[config.mk]
export PLATFORM = sky130hd
export DESIGN_NAME = decode_stage
export DESIGN_NICKNAME = d
export VERILOG_FILES = /design/src/rtl/riscy_pkg.sv /design/src/rtl/decode_stage_reg_file.sv /design/src/rtl/decode_stage.sv
export SDC_FILE = /design/constraint.sdc
export NUM_CORES = 2
export LEC_CHECK = 0
export BUFFER_PORTS_ARGS = -buffer_cell sky130_fd_sc_hd__buf_4
export CAP_MARGIN = 25
export CORE_MARGIN = 4
export CORE_UTILIZATION = 35
export DETAILED_ROUTE_END_ITERATION = 7
export SLEW_MARGIN = 5
export SYNTH_ARGS = -nofsm -noshare
export SYNTH_HDL_FRONTEND = slang
export SYNTH_SLANG_ARGS = --single-unit
[constraint.sdc]
create_clock -name clk -period 3 [get_ports clk]
set_input_delay 0.3 -clock clk [delete_from_list [all_inputs] [get_ports clk]]
set_output_delay 0.3 -clock clk [all_outputs]
set_load 0.1 [all_outputs]
[src/rtl/riscy_pkg.sv]
// Shared definitions for the decode stage and the alu: control encodings and
// the opcode/funct fields of the supported RV32 ALU subset.
package riscy_pkg;

    typedef enum logic [2:0] {
        ADD = 3'b000,
        SUB = 3'b001,
        AND = 3'b010,
        OR  = 3'b011,
        SLT = 3'b101
    } alu_ctrl_e;

    localparam logic [6:0] OPC_OP    = 7'b0110011;
    localparam logic [6:0] OPC_OPIMM = 7'b0010011;

    localparam logic [2:0] F3_ADD = 3'b000;
    localparam logic [2:0] F3_AND = 3'b111;
    localparam logic [2:0] F3_OR  = 3'b110;
    localparam logic [2:0] F3_SLT = 3'b010;

    localparam logic [6:0] F7_BASE = 7'b0000000;
    localparam logic [6:0] F7_SUB  = 7'b0100000;

    // I-type immediate, sign-extended to 32 bits
    function automatic logic [31:0] imm_i(input logic [31:0] ins);
        return {{20{ins[31]}}, ins[31:20]};
    endfunction

endpackage

[src/rtl/decode_stage_reg_file.sv]
// Architectural register file: two asynchronous read ports, one synchronous
// write port, synchronous clear; x0 always reads as zero.
module reg_file #(
    parameter int XLEN  = 32,
    parameter int NREGS = 32
) (
    input  logic            clk,
    input  logic            rst,
    input  logic [4:0]      rd_addr1,
    output logic [XLEN-1:0] rd_data1,
    input  logic [4:0]      rd_addr2,
    output logic [XLEN-1:0] rd_data2,
    input  logic            we,
    input  logic [4:0]      wr_addr,
    input  logic [XLEN-1:0] wr_data
);

    logic [XLEN-1:0] regs_r [NREGS];

    // Register array update: clear on reset, otherwise write any non-x0 target
    always_ff @(posedge clk) begin
        if (rst) begin
            for (int i = 0; i < NREGS; i++) begin
                regs_r[i] <= {XLEN{1'b0}};
            end
        end else if (we && (wr_addr != 5'd0)) begin
            regs_r[wr_addr] <= wr_data;
        end
    end

    assign rd_data1 = (rd_addr1 == 5'd0) ? {XLEN{1'b0}} : regs_r[rd_addr1];
    assign rd_data2 = (rd_addr2 == 5'd0) ? {XLEN{1'b0}} : regs_r[rd_addr2];

endmodule

[src/rtl/decode_stage.sv]
// Decode / operand-fetch stage: decodes the RV32 ALU subset, reads the register
// file with writeback bypass, and holds operands in a valid/ready ID/EX register.
module decode_stage
    import riscy_pkg::*;
#(
    parameter int XLEN  = 32,
    parameter int NREGS = 32
) (
    input  logic            clk,
    input  logic            rst,
    input  logic            instr_valid,
    output logic            instr_ready,
    input  logic [31:0]     instr,
    output logic            ex_valid,
    input  logic            ex_ready,
    output logic [XLEN-1:0] ex_rs1,
    output logic [XLEN-1:0] ex_rs2,
    output logic [2:0]      ex_ctrl,
    output logic [4:0]      ex_rd_addr,
    output logic            ex_rd_we,
    input  logic            wb_we,
    input  logic [4:0]      wb_addr,
    input  logic [XLEN-1:0] wb_data,
    output logic            illegal
);

    logic [6:0]      opcode_s;
    logic [2:0]      funct3_s;
    logic [6:0]      funct7_s;
    logic [4:0]      rs1_s;
    logic [4:0]      rs2_s;
    logic [4:0]      rd_s;
    logic            dec_legal_s;
    logic            dec_is_r_s;
    alu_ctrl_e       dec_ctrl_s;
    logic [XLEN-1:0] rf_rd1_s;
    logic [XLEN-1:0] rf_rd2_s;
    logic [XLEN-1:0] op_a_s;
    logic [XLEN-1:0] op_b_s;
    logic            accept_s;
    logic [4:0]      held_rs1_r;
    logic [4:0]      held_rs2_r;
    logic            held_is_r_r;

    assign opcode_s = instr[6:0];
    assign rd_s     = instr[11:7];
    assign funct3_s = instr[14:12];
    assign rs1_s    = instr[19:15];
    assign rs2_s    = instr[24:20];
    assign funct7_s = instr[31:25];

    assign instr_ready = !ex_valid || ex_ready;
    assign accept_s    = instr_valid && instr_ready;

    reg_file #(.XLEN(XLEN), .NREGS(NREGS)) u_rf (
        .clk      (clk),
        .rst      (rst),
        .rd_addr1 (rs1_s),
        .rd_data1 (rf_rd1_s),
        .rd_addr2 (rs2_s),
        .rd_data2 (rf_rd2_s),
        .we       (wb_we),
        .wr_addr  (wb_addr),
        .wr_data  (wb_data)
    );

    // Instruction decoder for the supported R-type and I-type ALU subset
    always_comb begin
        dec_legal_s = 1'b0;
        dec_is_r_s  = 1'b0;
        dec_ctrl_s  = ADD;
        case (opcode_s)
            OPC_OP: begin
                dec_is_r_s = 1'b1;
                if (funct7_s == F7_BASE) begin
                    case (funct3_s)
                        F3_ADD:  begin dec_legal_s = 1'b1; dec_ctrl_s = ADD; end
                        F3_AND:  begin dec_legal_s = 1'b1; dec_ctrl_s = AND; end
                        F3_OR:   begin dec_legal_s = 1'b1; dec_ctrl_s = OR;  end
                        F3_SLT:  begin dec_legal_s = 1'b1; dec_ctrl_s = SLT; end
                        default: dec_legal_s = 1'b0;
                    endcase
                end else if ((funct7_s == F7_SUB) && (funct3_s == F3_ADD)) begin
                    dec_legal_s = 1'b1;
                    dec_ctrl_s  = SUB;
                end else begin
                    dec_legal_s = 1'b0;
                end
            end
            OPC_OPIMM: begin
                case (funct3_s)
                    F3_ADD:  begin dec_legal_s = 1'b1; dec_ctrl_s = ADD; end
                    F3_AND:  begin dec_legal_s = 1'b1; dec_ctrl_s = AND; end
                    F3_OR:   begin dec_legal_s = 1'b1; dec_ctrl_s = OR;  end
                    F3_SLT:  begin dec_legal_s = 1'b1; dec_ctrl_s = SLT; end
                    default: dec_legal_s = 1'b0;
                endcase
            end
            default: dec_legal_s = 1'b0;
        endcase
    end

    // Operand selection: a same-cycle writeback to a source bypasses the array
    always_comb begin
        if (wb_we && (wb_addr == rs1_s) && (rs1_s != 5'd0)) begin
            op_a_s = wb_data;
        end else begin
            op_a_s = rf_rd1_s;
        end
        if (!dec_is_r_s) begin
            op_b_s = imm_i(instr);
        end else if (wb_we && (wb_addr == rs2_s) && (rs2_s != 5'd0)) begin
            op_b_s = wb_data;
        end else begin
            op_b_s = rf_rd2_s;
        end
    end

    // ID/EX register: load on legal accept, drop on retire, refresh held operands while stalled
    always_ff @(posedge clk) begin
        if (rst) begin
            ex_valid    <= 1'b0;
            ex_rs1      <= {XLEN{1'b0}};
            ex_rs2      <= {XLEN{1'b0}};
            ex_ctrl     <= 3'b000;
            ex_rd_addr  <= 5'd0;
            ex_rd_we    <= 1'b0;
            illegal     <= 1'b0;
            held_rs1_r  <= 5'd0;
            held_rs2_r  <= 5'd0;
            held_is_r_r <= 1'b0;
        end else begin
            illegal <= accept_s && !dec_legal_s;
            if (accept_s && dec_legal_s) begin
                ex_valid    <= 1'b1;
                ex_rs1      <= op_a_s;
                ex_rs2      <= op_b_s;
                ex_ctrl     <= dec_ctrl_s;
                ex_rd_addr  <= rd_s;
                ex_rd_we    <= (rd_s != 5'd0);
                held_rs1_r  <= rs1_s;
                held_rs2_r  <= rs2_s;
                held_is_r_r <= dec_is_r_s;
            end else if (ex_ready) begin
                ex_valid <= 1'b0;
            end else if (ex_valid && wb_we && (wb_addr != 5'd0)) begin
                if (wb_addr == held_rs1_r) begin
                    ex_rs1 <= wb_data;
                end
                if (held_is_r_r && (wb_addr == held_rs2_r)) begin
                    ex_rs2 <= wb_data;
                end
            end
        end
    end

endmodule
Word level (Yosys, flattened, before mapping):

Memory sizes are Yosys's and may differ from the RTL's.
Cells that the tools add are included.

* register bits after elaboration: 86
* memory bits (writable): 1024
* input bits: 74
* output and inout bits: 76
* logic and storage cells: 85
* memories: 1

Memories
* u_rf.regs_r: depth 32, bits a word 32, rd ports 2, clocked after Yosys merged registers in 0, write ports 32, RTL line decode_stage_reg_file.sv:18 `logic [XLEN-1:0] regs_r [NREGS];`

* equality and inequality tests: 11
* multiplexer cells: 32
* reduce and logical (&&, ||, !) cells: 31

Operators with widths (number)
* 2-to-1 mux 32 bit: 14
* OR reduction 32 bit: 1
* == test 5 bit: 4
* nonzero test 5 bit: 4
* == test 7 x 6 -> 1 bit, second input constant: 2
* 2-to-1 mux 1 bit: 13
* logical AND 1 bit: 12
* logical NOT 5 bit: 2
* one-hot mux 3 bit (3 select lines): 1
* nonzero test 2 bit: 4
* == test 7 x 5 -> 1 bit, second input constant: 1
* logical NOT 7 bit: 1
* == test 3 bit, second input constant: 2
* one-hot mux 3 bit (2 select lines): 1
* AND reduction 3 bit: 2
* 2-to-1 mux 5 bit: 1
* OR reduction 4 bit: 1
* == test 3 x 2 -> 1 bit, second input constant: 1
* logical NOT 3 bit: 1
* 2-to-1 mux 3 bit: 1
* logical NOT 1 bit: 2
* != test 2 x 1 -> 1 bit, second input constant: 1
* one-hot mux 1 bit (2 select lines): 1
* logical OR 1 bit: 1

Depth between registers and ports, before layout:

* word-level depth: 8
* depth in mapped cells: 9

Hierarchy:

Synthesis repeated with hierarchy kept, for this count alone.

* cell total of the unflattened synthesis: 4029
* area, all modules: 58726.3 µm²

Modules (own cells, without submodules)
* reg_file: times used 1, cells an instance 3502, area an instance 54237.0 µm², sequential area each 30749.5 µm²
* decode_stage: times used 1, cells an instance 527, area an instance 4489.3 µm², sequential area each 1721.7 µm²

Worst setup path before layout:

Ideal clock, no wire load.

* path kind: register to register
* start: register ex_valid
* end: register ex_rs1[0]
* library setup time: 81 ps
* arrival: 3107 ps
* required time: 2919 ps
* path slack: -188 ps
* stages on the path, launching flop included: 10
* cell sequence: dfxtp_1 > nor2b_1 > inv_1 > nand2_1 > or3_1 > buf_6 > a311oi_4 > buf_6 > a32oi_1 > a211oi_2

* cells in the longest elaborated chain, start to end: 6
* elaborated cells between the ends (all ways): 11

RTL lines
* start, declared: RTL line decode_stage.sv:14 `output logic ex_valid,`
* start signal, assigned: RTL line decode_stage.sv:122 `ex_valid <= 1'b0;`
* start signal, assigned: RTL line decode_stage.sv:135 `ex_valid <= 1'b1;`
* start signal, assigned: RTL line decode_stage.sv:145 `ex_valid <= 1'b0;`
* logical NOT 1 bit (*): RTL line decode_stage.sv:52 `assign instr_ready = !ex_valid || ex_ready;`
* logical OR 1 bit (*): RTL line decode_stage.sv:52
* named net instr_ready: RTL line decode_stage.sv:12 `output logic instr_ready,`
* logical AND 1 bit (*): RTL line decode_stage.sv:53 `assign accept_s = instr_valid && instr_ready;`
* logical AND 1 bit (*): RTL line decode_stage.sv:134 `if (accept_s && dec_legal_s) begin`
* != test 2 x 1 -> 1 bit (no line) or nonzero test 2 bit (tied branches)
* AND reduction 3 bit (no line)
* end signal, assigned: RTL line decode_stage.sv:123 `ex_rs1 <= {XLEN{1'b0}};`
* end signal, assigned: RTL line decode_stage.sv:136 `ex_rs1 <= op_a_s;`
* end signal, assigned: RTL line decode_stage.sv:148 `ex_rs1 <= wb_data;`
* end, declared: RTL line decode_stage.sv:16 `output logic [XLEN-1:0] ex_rs1,`

The timed path passes the listed nets; every way through them passes the cells marked *.
A chain may end at the register's enable or synchronous reset.

Worst setup path in the final report:

* start: input port instr[25]
* end: register ex_rs1[19]

* cells in the longest elaborated chain, start to end: 8
* elaborated cells between the ends (all ways): 12

RTL lines
* start, declared: RTL line decode_stage.sv:13 `input logic [31:0] instr,`
* == test 7 x 6 -> 1 bit: RTL line decode_stage.sv:83 `end else if ((funct7_s == F7_SUB) && (funct3_s == F3_ADD)) begin`
* logical AND 1 bit: RTL line decode_stage.sv:83
* 2-to-1 mux 1 bit: RTL line decode_stage.sv:83
* 2-to-1 mux 1 bit (*): RTL line decode_stage.sv:75 `if (funct7_s == F7_BASE) begin`
* one-hot mux 1 bit (2 select lines) (*): RTL line decode_stage.sv:72 `case (opcode_s)`
* logical AND 1 bit (*): RTL line decode_stage.sv:134
* != test 2 x 1 -> 1 bit (no line) or nonzero test 2 bit (tied branches)
* AND reduction 3 bit (no line)

Every way passes the cells marked *; elsewhere a longest branch is shown, timed or not.

==> metrics.txt <==
Total Wirelength roughly 220000 um; cell taking the most area after synthesis edfxtp_1; top post-synthesis cells by area edfxtp_1 (53%), mux4_2 (20%), and2_1 (11%); flops & latches, synth 1110; period utilization between 90% and 100%; fmax 358 MHz; ys flop type edfxtp_1; sequential-to-total area share from yosys stat between 50% and 60%; post_cts resized 0; combinational share of power 11.8%; Distinct cells, synth 54; Core Box Area approximately 160000 um2; count leader, synth edfxtp_1; global-route wire length before repair 309000 um; Sequential Power Share between 40 and 50%; DRC Markers 0; hold_buf cts 29; first drt pass iteration count 5; Max Slew Vio Count 0; Worst Setup End Kind register; nets about 4200; 1st-iter DRT viols ~6100; Mean Syn Cell Area between 10 and 15 um2; number of global-route vias before repair just under 40000; Root Driver clkbuf_16; yosys warns 0; GRT Util Overall 25.2%; Clock Latency Late Sink 0.78 ns; RSZ-0062 raised after global routing no; CTS Sinks about 1100; reg2reg setup slack 0.59 ns; Synth top area share ~53%; total negative slack 0 ns; CP Class in2reg; Cell Rows 149; CP cell instances dlygate4sd3_1 -> buf_4 -> or4_4 -> o41a_1 -> or3_1 -> a311oi_4 -> buf_12 -> a32oi_1 -> a211oi_2; Bufs and invs on worst path 3; run status finished clean; initial antenna violation count 26; Hold Crit Class in2reg; vias per cell ~6.1; io pins 150; share of cells above drive strength 1 between 20 and 30%; worst r2r src ex_valid; Post-synth EDFFs 1024; clk buf depth 3; PD cells roughly 560 nW/um2; Critical Path Max Stage Delay 0.55 ns; HP Start instr[22]; maximum vdd drop 0.606 mV; Crit. Startpoint instr[25]; Layout fillers 15000; fraction of registers with async set/reset 0%; net switching power 9.47 mW; hold_ws roughly 0.032 ns; RePlAce Congestion 0.924; gr ovfl total 0; clock slew at reported path FFs ~0.07 ns; Syn Inst Count a little under 4000; Worst-Margin Slew 1.08 ns; vias around 39000; switching share of power 25.2%; maximum level of the CTS H-tree 3; pin count of the biggest net entering global routing 65; area grow syn2layout 16.8%; CP max stage cell dlygate4sd3_1; Clk pwr share 40.1%; CP delay by family, top compound AO/OA/AOI/OAI gates; DR WL/cell ~35 um; die extent in x about 420 um; crit path time final roughly 2.8 ns; Final setup violation count 0; startpoint types primary input; remaining antenna violation count 0; LEAKAGE between 20 and 25 nW; Commonest cells post-synth edfxtp_1 (1024), and2_1 (999), mux4_2 (512); TritonCTS clock tree yes; max_cap viols 0; Die ar. between 150000 and 200000 um2; Initial Utilization 35.2%; port bufs between 100 and 150; final hold viol count 0; total CTS buffers between 100 and 150; half-perimeter wire length after placement roughly 140000 um; worst path arrival time approximately 3.5 ns; Die Y a little over 400 um; Mapped Area between 50000 and 60000 um2; crit-path max FO 19; Req. time, crit path about 3.7 ns; post-CTS setup buffers 0; Clock Skew 0.0626 ns; Slew HR between 20% and 30%; Pint 28.2 mW
## stage by stage
step | util (%) | std cells | setup WS (ns) | power (mW) | instance area, um2
after floorplan | - | 4000 | 0.0892 | 20.8 | 58200
after CTS | 41.1 | 6427 | 0.300 | 37.7 | 67800
after global placement | 38.5 | 6173 | 0.0120 | 22.7 | 63500
final | 41.1 | 6437 | 0.206 | 37.6 | 67800
after global routing | 41.1 | 6427 | 0.120 | 38.6 | 67800
after detailed placement | 38.5 | 6174 | 0.0416 | 22.7 | 63500
## cells by family (layout without fill, tap and decap cells)
kind of cell | count (synthesis) | in the layout | synth area share, %
simple gates | 1375 | 1375 | 13.9
other cells | 1 | 42 | 0.00646
compound gates | 399 | 399 | 4.89
flops | 1110 | 1110 | 56.0
mux | 640 | 640 | 22.2
xor+xnor | 20 | 20 | 0.302
buf+inv | 424 | 662 | 2.82
## area by class of cell
cell class / instances / area [um2] / share of cell area, %
Antenna cell: 10 / 25.0 / 0.0369
Multi-Input combinational cell: 2466 / 24300 / 35.9
Inverter: 2 / 11.3 / 0.0166
Tap cell: 2189 / 2740 / 4.04
Sequential cell: 1110 / 32500 / 47.9
Clock inverter: 65 / 726 / 1.07
Clock buffer: 159 / 3230 / 4.76
Timing Repair Buffer: 436 / 4270 / 6.31
## power by group through the flow
stage	logic (mW)	clock network, mW	registers (mW)
3_3_place_gp	4.32	0	18.4
2_1_floorplan	2.54	0	18.2
5_1_grt	4.56	15.8	18.2
3_5_place_dp	4.33	0	18.4
6_report	4.44	15.1	18.1
4_1_cts	4.37	15.2	18.1
## cell usage in the layout (no fill, tap or decap), types with 7 or more instances in the layout
cell type      netlist  layout
or2_2               31      31
buf_12               0      69
o22ai_1            122     122
a211oi_2            30      30
mux2_2              37      37
nor2_1             115      87
nor2b_1             21      21
clkbuf_16            0     118
and2_1             999     998
xor2_1              15      15
mux4_2             512     512
nand2_1             97      95
buf_4                0     330
nor3_1              42      40
edfxtp_1          1024    1024
a211o_1             13      13
dlygate4sd3_1        0      29
nand3b_1            10      10
dfxtp_1             86      85
clkinvlp_4           0       8
nand3_1             17      17
o21bai_1            15      15
a32oi_1             32      32
nand4_1             13      13
clkbuf_8             0      10
mux2i_1             91      91
o21ai_0             19      18
clkinv_2             0      15
nand2b_1             8       8
bufinv_16            0      12
clkinv_1             0      24
o22a_1              15      15
nor2_4               0      28
o2111ai_1            7       7
a211oi_1            15      15
a21oi_1             91      91
a22oi_1             16      16
diode_2              0      10
clkbuf_1           328      25
conb_1               1      32
## final timing paths
path | depth (start not counted) | to
worst min-delay path | 3 | held_rs2_r[2]
worst min register to register | 2 | ex_rd_addr[2]
worst max register to register | 9 | ex_rs2[11]
worst max-delay path | 9 | ex_rs1[19]
## state kept, by name, summed over array words and instances (netlist names)
name and flops:
held_is_r_r 1, ex_ctrl 3, u_rf.regs_r 1024, held_rs2_r 5
ex_rd_addr 5, held_rs1_r 5, illegal 1, ex_valid 1
ex_rd_we 1, ex_rs1 32, ex_rs2 32
## per-layer routing
metal / vias up / global-route usage, % / routed length, um
met4: 4 / 14.0 / 14100
met3: 650 / 5.69 / 25000
met1: 20300 / 32.8 / 81600
li1: 15600 / - / -
met2: 2875 / 39.1 / 102000
met5: - / 0 / 18
## worst register-to-register path: cells and delay by family (launching register included)
family                 cells  cell delay (ns)
and+or+nand+nor            3             0.75
AOI/OAI and AO/OA          3             0.62
DFF                        1             0.32
buffers and inverters      3             0.62
(Power assumes the default switching activity.)
